===== src/rtl/line_refill_unit.sv =====
// line_refill_unit: fetches a missing cache line word by word over a req/ack memory port
// and hands the assembled line back to the cache as a single-cycle pulse.
module line_refill_unit #(
    parameter int unsigned ByteOffsetBits = 5
) (
    input  logic                                    clk_i,
    input  logic                                    rstn_i,
    input  logic                                    req_en_i,
    input  logic [31:0]                             req_addr_i,
    output logic                                    line_valid_o,
    output logic [32*((2**ByteOffsetBits)/4)-1:0]   line_data_o,
    output logic                                    busy_o,
    output logic                                    mem_req_o,
    output logic [31:0]                             mem_addr_o,
    input  logic                                    mem_ack_i,
    input  logic [31:0]                             mem_rdata_i
);
    localparam int unsigned NrWordsPerLine = (2**ByteOffsetBits) / 4;
    localparam int unsigned LineSize       = 32 * NrWordsPerLine;
    localparam int unsigned CntBits        = ByteOffsetBits - 2;

    typedef enum logic [1:0] {IDLE, FETCH, RESP} state_e;

    state_e                   state_q, state_d;
    logic [CntBits-1:0]       cnt_q, cnt_d;
    logic [31-ByteOffsetBits:0] base_q, base_d;
    logic                     abort_q, abort_d;
    logic [LineSize-1:0]      data_q, data_d;
    logic                     last;
    logic                     unused_addr;

    assign unused_addr = ^req_addr_i[ByteOffsetBits-1:0];
    assign last        = cnt_q == CntBits'(NrWordsPerLine - 1);

    always_comb begin
        state_d = state_q;
        cnt_d   = cnt_q;
        base_d  = base_q;
        abort_d = abort_q;
        data_d  = data_q;
        case (state_q)
            IDLE: if (req_en_i) begin
                state_d = FETCH;
                base_d  = req_addr_i[31:ByteOffsetBits];
                cnt_d   = '0;
                abort_d = 1'b0;
            end
            FETCH: begin
                if (!req_en_i) abort_d = 1'b1;
                if (mem_ack_i) begin
                    for (int k = 0; k < NrWordsPerLine; k++)
                        if (cnt_q == CntBits'(k)) data_d[32*k +: 32] = mem_rdata_i;
                    // a cancelled fill still drains the line but never reports it
                    if (last) state_d = abort_q ? IDLE : RESP;
                    else cnt_d = cnt_q + 1'b1;
                end
            end
            RESP:    state_d = IDLE;
            default: state_d = IDLE;
        endcase
    end

    always_ff @(posedge clk_i or negedge rstn_i) begin
        if (!rstn_i) begin
            state_q <= IDLE;
            cnt_q   <= '0;
            base_q  <= '0;
            abort_q <= 1'b0;
            data_q  <= '0;
        end else begin
            state_q <= state_d;
            cnt_q   <= cnt_d;
            base_q  <= base_d;
            abort_q <= abort_d;
            data_q  <= data_d;
        end
    end

    assign mem_req_o    = state_q == FETCH;
    assign mem_addr_o   = {base_q, cnt_q, 2'b00};
    assign line_valid_o = state_q == RESP;
    assign busy_o       = state_q != IDLE;
    assign line_data_o  = data_q;
endmodule


===== config.mk =====
export PLATFORM = sky130hd
export DESIGN_NAME = line_refill_unit
export DESIGN_NICKNAME = d
export VERILOG_FILES = /design/src/rtl/line_refill_unit.sv
export SDC_FILE = /design/constraint.sdc
export NUM_CORES = 1
export LEC_CHECK = 0
export ABC_AREA = 1
export CORE_AREA = 5 5 195 150
export CTS_CLUSTER_SIZE = 14
export DETAILED_ROUTE_END_ITERATION = 10
export DIE_AREA = 0 0 200 155
export GPL_TIMING_DRIVEN = 0
export PLACE_DENSITY = 0.8
export SETUP_SLACK_MARGIN = 0.5
export SKIP_CTS_REPAIR_TIMING = 1
export SYNTH_ARGS = -nofsm -noshare
export SYNTH_HDL_FRONTEND = slang
export SYNTH_SLANG_ARGS = --single-unit
export TNS_END_PERCENT = 5

===== constraint.sdc =====
create_clock -name clk_i -period 1.45 [get_ports clk_i]
set_input_delay 0.2175 -clock clk_i [delete_from_list [all_inputs] [get_ports clk_i]]
set_output_delay 0.2175 -clock clk_i [all_outputs]
set_load 0.05 [all_outputs]

==> flow_summary_export.csv <==
group,metric,value,unit
logic_synthesis,syn-cell-area,11200,um2
drt,avgRoutedWirePerCell,18.8,um
worst_setup_path,crit_slowest_cell,"dfrtp_2",
place,io_buffers,351,
drt,vias,9862,
logic_synthesis,synth-main-ff-cell,"dfrtp_1",
worst_setup_path,cpLargestDelayFamily,"flip-flops",
worst_setup_path,critPathRequiredTime,1.23,ns
die,die_h,155,um
sta,fin_crit_sh,1.12,
sta,fin_skew,0.0169,ns
drt,wl,38000,um
worst_setup_path,startpoint,"state_q[1]",
drt,drc,0,
sta,finalWorstSetupSlack,-0.169,ns
status,status,"complete, but fails checks",
cells_and_area,num_antenna_cells,0,
worst_setup_path,worst-r2r-cell-count,8,
global_route,grt_pass1_vias,9808,
power_and_ir_drop,p_total,47.7,mW
power_and_ir_drop,powerDensity,2770,nW/um2
die,floorplan.die_area,31000,um2
place,dpl_cell_area,15400,um2
logic_synthesis,synth_cells,1228,
job,maxCapViolCount,0,
sta,slew_violations,0,
worst_setup_path,max_stage_delay,0.42,ns
clock_network,cts_root_buf,"clkbuf_16",
logic_synthesis,synth_async_sr_flop_share,1.00,
drt,drt_pass1_iterations,5,
die,core-area,27300,um2
power_and_ir_drop,irDropWorstVdd,1.88,mV
worst_setup_path,timing.rr.start,"state_q[1]",
sta,finalHoldViolations,53,
cells_and_area,drive_above_1_share,0.192,
logic_synthesis,ys.warnings.count,0,
logic_synthesis,yosys-top-cells-area,"dfrtp_1 65%, nand2_1 25%, o21ai_0 2.7%, buf_6 1.8%, inv_1 1.4%",
worst_setup_path,path_cells,"inv_2 > nand2_4 > inv_4 > buf_8",
die,start_util,0.408,
worst_setup_path,crit_end,"mem_req_o",
drt,drtIter0Drc,582,
cells_and_area,layout.cells.non_filler,2023,
logic_synthesis,yosysMostFrequentCell,"nand2_1",
logic_synthesis,syn_avg_cell_area,9.08,um2
logic_synthesis,synth.yosys.seq_area_share,0.648,
cells_and_area,fillers,2131,
sta,max_freq,618,MHz
logic_synthesis,ys_seq_elements,289,
logic_synthesis,netlist.top_cell.by_area,"dfrtp_1",
sta,worst_slew_pin_slew,0.647,ns
sta,fin_setup_tns,-26.82,ns
die,ios,359,
sta,setup_viol,397,
worst_setup_path,crit_arrival,1.40,ns
clock_network,cts.path.max_buffers,3,
place,routabilityCongestion,0.822,
drt,ant_nets,0,
status,violations,"hold timing, setup timing",
clock_network,cts_buffers,29,
global_route,grt-ovfl-total,0,
worst_setup_path,path_class,"flip-flop to output port",
clock_network,path_clk_slew,0.06,ns
cells_and_area,fin_nets,1718,
sta,rsz0062_at_grt,"yes",
worst_setup_path,cp-start-kind,"flip-flop",
place,place_hpwl,26400,um
worst_setup_path,rrSetupSlack,-0.15,ns
cells_and_area,final_area,17200,um2
logic_synthesis,synth_enable_flop_cells,0,
global_route,antenna_found_initial,0,
die,die_w,200,um
sta,layout_min_cycle_time,1.62,ns
logic_synthesis,yosys.area.top_type_share,0.648,
sta,maxSlewHeadroom,0.569,
cells_and_area,area_delta_synth_final,54.6,%
logic_synthesis,synthTopCellsByCount,"737 x nand2_1, 289 x dfrtp_1, 60 x o21ai_0",
clock_network,h-tree-depth,1,
cells_and_area,final_core_util,0.631,
logic_synthesis,yosysUniqueCellTypes,20,
global_route,grt_max_degree,120,
clock_network,cts_tree,"built",
sta,fin_hold_ws,-0.393,ns
place,dp.cells,1939,
worst_setup_path,cp-end-kind,"output port",
clock_network,insertion_delay,0.54,ns
worst_setup_path,worst-path-stages,4,
min_path,hold_path.class,"input pin to async pin",
die,placementRows,53,
global_route,grt_usage,0.233,
clock_network,cts.sinks,289,
global_route,grt_pass1_wl,56700,um
place,place_ws,-0.681,ns
power_and_ir_drop,p_leak,10.8,nW
worst_setup_path,path_buf_inv,3,
drt,viasPerCell,4.87,
worst_setup_path,worstPathMaxFanout,4,
worst_setup_path,r2r-end,"line_data_o[74]",
worst min path at each step:
stage,end,depth (start not counted)
final,line_data_o[114],1
after global routing,line_data_o[204],1
after CTS,line_data_o[211],1
after detailed placement,line_data_o[116],1
after global placement,line_data_o[164],2
after floorplan,abort_q,0
cell usage in the layout (no fill, tap or decap), types with 2 or more instances in the layout:
cell type        count
nand2_1            729
clkdlybuf4s50_1     61
nand2_2              7
nand3_4              6
nand3_1              2
clkbuf_4            14
nor2_4               6
dlymetal6s2s_1     151
buf_8                3
ha_4                 6
inv_2                4
clkbuf_16           30
dfrtp_2              5
conb_1               2
clkbuf_8            14
dfrtp_1            284
inv_1               36
buf_16               2
bufinv_16            5
buf_12               4
inv_6                2
o21ai_1             17
clkbuf_1             7
buf_2               21
inv_4                2
nand2_4              4
clkinv_2             5
buf_4               60
nand4_1              3
o21ai_0             47
nor2_1               6
buf_6              114
sequential cells by signal (all words and copies together), names as in the netlist:
register and cells:
state_q 2, line_data_o 256, base_q 27, cnt_q 3, abort_q 1
power by group:
| part | leakage (nW) | internal (mW) | switching [mW] | total, mW |
|---|---|---|---|---|
| Clock | 0.510 | 4.92 | 3.17 | 8.09 |
| Sequential | 3.71 | 11.5 | 2.35 | 13.9 |
| Combinational | 6.61 | 7.94 | 17.8 | 25.7 |
| Total | 10.8 | 24.4 | 23.3 | 47.7 |
cell families (layout without fill, tap and decap cells):
group | after synthesis | after routing | share of synthesized area
compound gates | 66 | 66 | 0.0296
fa+ha+maj | 6 | 6 | 0.00673
buf+inv | 99 | 536 | 0.0478
flops | 289 | 289 | 0.648
other cells | 1 | 2 | 0.000336
simple gates | 767 | 767 | 0.267
metal layers:
metal | wire length [um] | GRT usage
met4 | 856 | 0.0556
met5 | 0 | 0
met1 | 16000 | 0.322
met3 | 3200 | 0.0613
met2 | 17900 | 0.372
layout make-up:
type                       count  area [um2]  area share
multi-input combinational    841        3600       0.209
buffer                        56         515      0.0299
tap                          357         447      0.0259
sequential                   289        7240       0.420
inverter                      43         171     0.00994
timing repair buffer         384        4240       0.246
clock inverter                11         184      0.0107
clock buffer                  42         845      0.0490
Note: power is estimated with default switching activity, not from simulation.
